$ cat src/rtl/dm_responder.sv
// Wait-state data-memory responder: captures one read/write request in IDLE,
// holds it for WAIT_CYCLES, then answers with a one-cycle Ready pulse.
module dm_responder #(
  parameter int unsigned DEPTH_LOG2  = 6,
  parameter int unsigned WAIT_CYCLES = 2
) (
  input  logic        clk,
  input  logic        reset,
  input  logic        R_Enable,
  input  logic        W_Enable,
  input  logic [31:0] Addr,
  input  logic [31:0] W_data,
  output logic [31:0] R_data,
  output logic        Ready,
  output logic        Busy,
  output logic        Err
);

  localparam int unsigned DEPTH    = 1 << DEPTH_LOG2;
  localparam int unsigned CNT_W    = 4;
  localparam int unsigned DATA_W   = 32;
  localparam int unsigned IDX_LSB  = 2;
  localparam int unsigned ADDR_TOP = DEPTH_LOG2 + IDX_LSB;

  typedef enum logic [1:0] {
    ST_IDLE = 2'd0,
    ST_WAIT = 2'd1,
    ST_RESP = 2'd2
  } state_t;

  state_t                  state_q, state_d;
  logic [CNT_W-1:0]        cnt_q, cnt_d;
  logic [DEPTH_LOG2-1:0]   cap_idx_q, cap_idx_d;
  logic [DATA_W-1:0]       cap_wdata_q, cap_wdata_d;
  logic                    cap_write_q, cap_write_d;
  logic                    cap_err_q, cap_err_d;

  logic [DATA_W-1:0]       rdata_d;
  logic                    ready_d, busy_d, err_d;

  logic                    req_c;
  logic                    req_err_c;
  logic [DEPTH_LOG2-1:0]   req_idx_c;

  logic [DATA_W-1:0]       mem [DEPTH];

  // Request decode: misaligned, beyond the array, or both enables at once.
  always_comb begin
    req_c     = R_Enable | W_Enable;
    req_idx_c = Addr[ADDR_TOP-1:IDX_LSB];
    req_err_c = (Addr[IDX_LSB-1:0] != '0)
              || ((Addr >> ADDR_TOP) != '0)
              || (R_Enable & W_Enable);
  end

  // State register, captured request and registered outputs.
  always_ff @(posedge clk) begin
    if (reset) begin
      state_q     <= ST_IDLE;
      cnt_q       <= '0;
      cap_idx_q   <= '0;
      cap_wdata_q <= '0;
      cap_write_q <= 1'b0;
      cap_err_q   <= 1'b0;
      R_data      <= '0;
      Ready       <= 1'b0;
      Busy        <= 1'b0;
      Err         <= 1'b0;
    end else begin
      state_q     <= state_d;
      cnt_q       <= cnt_d;
      cap_idx_q   <= cap_idx_d;
      cap_wdata_q <= cap_wdata_d;
      cap_write_q <= cap_write_d;
      cap_err_q   <= cap_err_d;
      R_data      <= rdata_d;
      Ready       <= ready_d;
      Busy        <= busy_d;
      Err         <= err_d;
    end
  end

  // Next state; requests outside IDLE are ignored rather than queued.
  always_comb begin
    state_d     = state_q;
    cnt_d       = cnt_q;
    cap_idx_d   = cap_idx_q;
    cap_wdata_d = cap_wdata_q;
    cap_write_d = cap_write_q;
    cap_err_d   = cap_err_q;
    case (state_q)
      ST_IDLE: begin
        if (req_c) begin
          cap_idx_d   = req_idx_c;
          cap_wdata_d = W_data;
          cap_write_d = W_Enable;
          cap_err_d   = req_err_c;
          if (WAIT_CYCLES == 0) begin
            state_d = ST_RESP;
          end else begin
            state_d = ST_WAIT;
            cnt_d   = CNT_W'(WAIT_CYCLES);
          end
        end
      end
      ST_WAIT: begin
        cnt_d = cnt_q - CNT_W'(1);
        if (cnt_q == CNT_W'(1)) begin
          state_d = ST_RESP;
        end
      end
      ST_RESP: begin
        state_d = ST_IDLE;
      end
      default: begin
        state_d = ST_IDLE;
      end
    endcase
  end

  // Output values for the coming cycle, derived from the next state.
  // The array is read on entry to RESP; any earlier write has already landed.
  always_comb begin
    ready_d = 1'b0;
    busy_d  = 1'b0;
    err_d   = 1'b0;
    rdata_d = '0;
    if (state_d != ST_IDLE) begin
      busy_d = 1'b1;
    end
    if (state_d == ST_RESP) begin
      ready_d = 1'b1;
      err_d   = cap_err_d;
      if (!cap_err_d && !cap_write_d) begin
        rdata_d = mem[cap_idx_d];
      end
    end
  end

  // Write commits on the edge that ends RESP; reset aborts it. Not cleared by reset.
  always_ff @(posedge clk) begin
    if (!reset && (state_q == ST_RESP) && cap_write_q && !cap_err_q) begin
      mem[cap_idx_q] <= cap_wdata_q;
    end
  end

endmodule
$ cat config.mk
export PLATFORM = sky130hd
export DESIGN_NAME = dm_responder
export DESIGN_NICKNAME = d
export VERILOG_FILES = /design/src/rtl/dm_responder.sv
export SDC_FILE = /design/constraint.sdc
export NUM_CORES = 2
export LEC_CHECK = 0
export ABC_CLOCK_PERIOD_IN_PS = 5300
export BUFFER_PORTS_ARGS = -buffer_cell sky130_fd_sc_hd__buf_2
export CAP_MARGIN = 20
export CORE_ASPECT_RATIO = 2
export CORE_MARGIN = 3
export CORE_UTILIZATION = 30
export DETAILED_ROUTE_END_ITERATION = 10
export GPL_ROUTABILITY_DRIVEN = 0
export PLACE_DENSITY_LB_ADDON = 0.25
export SLEW_MARGIN = 25
export SYNTH_ARGS = -nofsm -noshare
export SYNTH_HDL_FRONTEND = slang
export SYNTH_SLANG_ARGS = --single-unit
$ cat constraint.sdc
create_clock -name clk -period 5.3 [get_ports clk]
set_input_delay 0.265 -clock clk [delete_from_list [all_inputs] [get_ports clk]]
set_output_delay 0.265 -clock clk [all_outputs]
set_load 0.02 [all_outputs]
### After elaboration in Yosys (flattened, before gate mapping)

Memories as Yosys holds them, arrays and structs flattened. A register that Yosys moved wholly into a read port is not among the register bits.
Index checks and enable logic that the tools add are counted.

* register bits: 49
* memory bits (writable): 2048
* output and inout bits: 35
* memories kept: 1

* $add $sub $neg: 1
* eq/ne operators: 5
* mux-type cells: 15
* bitwise logic cells: 4
* reduce and logical (&&, ||, !) cells: 19

Memory list
* mem: depth 64, width 32, read ports 1, clocked after memory_dff 1, wr ports 1, line 45 `logic [DATA_W-1:0] mem [DEPTH];`

Operator list (count)
* $reduce_bool A32 Y1: 1
* $mux W6: 2
* $mux W1: 8
* $pmux W4 S2: 1
* $reduce_bool A2 Y1: 3
* $eq A2 B2 Y1 const B: 2
* $eq A4 B1 Y1 const B: 1
* $logic_and A1 B1 Y1: 4
* $logic_not A1 Y1: 4
* $mux W2: 2
* $mux W4: 1
* $pmux W2 S2: 1
* $reduce_and A2 Y1: 2
* $sub A4 B1 Y4 const B: 1
* $reduce_or A3 Y1: 1
* $eq A2 B1 Y1 const B: 1
* $logic_not A2 Y1: 1
* $logic_or A1 B1 Y1: 2
* $ne A2 B2 Y1 const B: 1
* $not A1 Y1: 2
* $reduce_or A2 Y1: 1
* $and A1 B1 Y1: 1
* $or A1 B1 Y1: 1

### Depth between registers and ports, before layout

* depth after elaboration: 9
* depth in mapped cells: 14
* mapped depth without buffers: 9

### Least setup slack after synthesis

No wires, ideal clock.

* path kind: register to register
* start point: register state_q[0]
* end point: memory mem[46][0], enable pin
* arrival time: 2716 ps
* required time: 4879 ps
* slack: 2163 ps
* stages on the path, launching flop included: 5
* buffers on the path: 0
* period minus slack after synthesis: 3137 ps
* cell sequence: dfxtp_1 -> nor3b_1 -> nor4bb_1 -> nand3_1 -> nor2_1

* cells in the longest elaborated chain, start to end: 6

Ends and longest elaborated chain
* start: declaration: line 31 `state_t state_q, state_d;`
* start signal: assignment: line 70 `state_q <= state_d;`
* $eq A2 B2 Y1: line 142 `if (!reset && (state_q == ST_RESP) && cap_write_q && !cap_err_q) begin`
* $logic_and A1 B1 Y1 (3 in a row): line 142
* $mux W1: line 142
* $mux W1 (not written as such): line 143 `mem[cap_idx_q] <= cap_wdata_q;`
* end: declaration: line 45

No other way between the ends.

### Final worst setup path

* start point: register state_q[1]
* end point: register R_data[11], read port of mem

* cells in the longest elaborated chain, start to end: 6

Ends and longest elaborated chain
* parallel branches: the longest is 6 deep, another holds $reduce_or A3 Y1
* end: declaration: line 13 `output logic [31:0] R_data,`

Several ways; the timed one is not identified.
A chain may end at the register's enable or synchronous reset.

==> results.md <==
- Count of cell types in the netlist: 71
- Unrepaired setup endpoints after global routing: false
- CP most frequent cell: buf_4
- Multi-input logic area: 0.0183 mm²
- Final #Nets: 5620
- Number of flops mapped to enable cells by yosys: about 2000
- Final instance area: between 0.09 and 0.1 mm²
- Routed WL: ~290000 µm
- Top FF cell, synth: edfxtp_1
- Synth top area share: 74.6%
- Routed WL per cell: approximately 32 µm
- Starting Density: 30.2%
- Placed insts: 8876
- Crit-path max cell delay: 1.00 ns
- Syn_nets: 5357
- Sum of negative setup slack: 0 ns
- HPWL after DPL: 183000 µm
- Status: finished, final reports clean
- Chip width: 377 µm
- CTS H-Tree Depth: 4
- Largest net degree at the start of global routing: 92
- Synth Warn #: 0
- GRT overflow: 0
- Core Area: 0.273 mm²
- Met1 Use GR: about a quarter
- Initial antenna violation count: 13
- Max clock buf depth: 4
- TritonCTS clock tree: yes
- Count leader, synth: edfxtp_1
- Placed instance area: a little under 0.09 mm²
- Cells along the critical path: nor2_2 -> nand2_2 -> a41oi_1 -> dlygate4sd3_1 -> a21oi_1 -> and3_1 -> buf_4 -> nand3_1 -> buf_4 -> nor4_1 -> a211o_1
- Yosys top cell by area: edfxtp_1
- Max cap viols: 0
- Clock skew: 0.0422 ns
- Final hold violation count: 0
- Non-filler cells, final: 9245
- Area grow syn2layout: 15.5%
- GR Util All Layers: 20.4%
- Slew Limit Fails: 0
- Syn_area_per_cell: 15.6 µm²
- Slew @ Worst Pin: 1.12 ns
- DR iter-0 viols: 5163
- Max VDD drop: 0.000226 V
- WP buf/inv: 3
- DRC: 0
- Critical-path maximum fanout: 22
- Worst-Skew Late Latency: about 0.86 ns
- Pwr dens: 385 mW/mm²
- Async SR Flop Fraction: 0%
- Antenna violation net count after detailed routing: 0
- Seq/Total Area, Yosys: between 70% and 80%
- Die height: 747 µm
- Core Rows: 271
- Share of cells above drive strength 1: 16.5%
- Via count: between 40000 and 50000
- Top post-synthesis cells by area: edfxtp_1 75%, nand2_1 5.6%, mux4_2 4.9%, dfxtp_1 2.0%, nand3_1 1.9%
- Root Buffer: clkbuf_16
- I/O pin count: 103
- CTS Sinks: 2129
- Cell Area, Synth: ~0.082 mm²
- Register area: ~0.063 mm²
- Crit path kind: register to register
- Final period util: 85.0%
- IO buf count: 102
- Reg clk slew, reported paths: 0.07 ns
- Max-slew headroom: ~24%
- CP startpoint kind: register
- CP required: 6.07 ns
- Min-delay worst type: input pin to register
- Die ar.: 0.282 mm²
- Number of global-route vias before repair: between 40000 and 50000
- Setup violators final: 0
- Post-layout util: 34.9%
- First-pass GRT wire length: 405000 µm
- Final Critical Period: 4.50 ns
- Syn Inst Count: 5287
- CP max stage cell: nor4_1
- Vias per cell: 5.38
- Grt peak-use layer: met2
- GR Util met2: 37.7%
- CP endpoint kind: register
- List of most frequent post-synthesis cells: 2048 x edfxtp_1, 1222 x nand2_1, 314 x nand3_1, 181 x mux4_2, 151 x and3_1
- Fill cells: 25791
- Crit path max-delay family: simple AND/OR/NAND/NOR gates
- Fmax: 0.222 GHz
- DRT Pass-1 Iters: 6
- Pleak: approximately 31 nW
- Minimum hold slack: 0.0720 ns
- Register bit count reported by yosys: between 2000 and 2500
- Num CTS Buffers: 183
- Met3 usage: 2.07%
- Crit path DAT: 5.27 ns
==> metrics by stage <==
| step | power [mW] | setup slack, ns |
|---|---|---|
| after floorplan | 21.5 | 2.16 |
| after detailed placement | 23.5 | 0.842 |
| final | 36.7 | 0.798 |
| after CTS | 36.9 | 0.842 |
| after global placement | 23.5 | 0.427 |
| after global routing | 37.7 | 0.723 |
==> placed cells by master (no fill, tap or decap), types with 71 or more instances in the layout <==
master     count
a21oi_1      111
a31oi_1      144
and3_1       151
buf_2        103
buf_4        205
clkbuf_16    185
edfxtp_1    2048
mux2i_1       80
mux4_2       181
nand2_1     1220
nand3_1      313
nor2_1        78
nor2_4        71
==> layout make-up <==
| type | instances | share of cell area [%] |
|---|---|---|
| Antenna cell | 4 | 0.0105 |
| Clock buffer | 232 | 5.12 |
| Clock inverter | 95 | 0.942 |
| Inverter | 3 | 0.0118 |
| Multi-Input combinational cell | 2831 | 19.2 |
| Sequential cell | 2129 | 66.3 |
| Tap cell | 3549 | 4.66 |
| Timing Repair Buffer | 402 | 3.74 |
==> logic make-up after synthesis <==
family,Yosys count,synth area share [%]
simple gates,1935,10.0
buf+inv,327,2.12
fa+ha+maj,2,0.0303
mux,266,5.98
flops,2129,76.5
compound gates,628,5.29
==> final timing paths <==
| check | startpoint | end | slack (ns) | depth (start not counted) |
|---|---|---|---|---|
| min reg2reg | cap_wdata_q[10] | cap_wdata_q[10] | 0.45 | 2 |
| max | state_q[1] | R_data[11] | 0.80 | 11 |
| min | reset | cnt_q[0] | 0.07 | 2 |
| max reg2reg | state_q[1] | R_data[11] | 0.80 | 11 |
==> sequential cells by signal, summed over array words and instances (netlist names) <==
name / count
cap_err_q: 1
R_data: 32
mem: 2048
cap_idx_q: 6
state_q: 2
cnt_q: 4
Ready: 1
cap_wdata_q: 32
Err: 1
Busy: 1
cap_write_q: 1
==> metal layers <==
layer	part of all wire, %	wire length, µm
met4	5.7	16700
met2	53	155000
met1	36	106000
met5	0.0085	25
met3	5.1	15000
==> report_power, final <==
| part | total, mW | switching (mW) | internal, mW |
|---|---|---|---|
| registers | 18.8 | 0.150 | 18.6 |
| logic | 4.42 | 3.12 | 1.30 |
| clock network | 13.5 | 6.23 | 7.27 |
==> what timing repair did <==
| item | CTS | global route |
|---|---|---|
| hold buffers | 38 | 0 |
| hold endpoints to repair | 36 | 0 |
| buffers inserted | 0 | 0 |
| resized for setup | 0 | 0 |
Note: power is estimated with default switching activity, not from simulation.
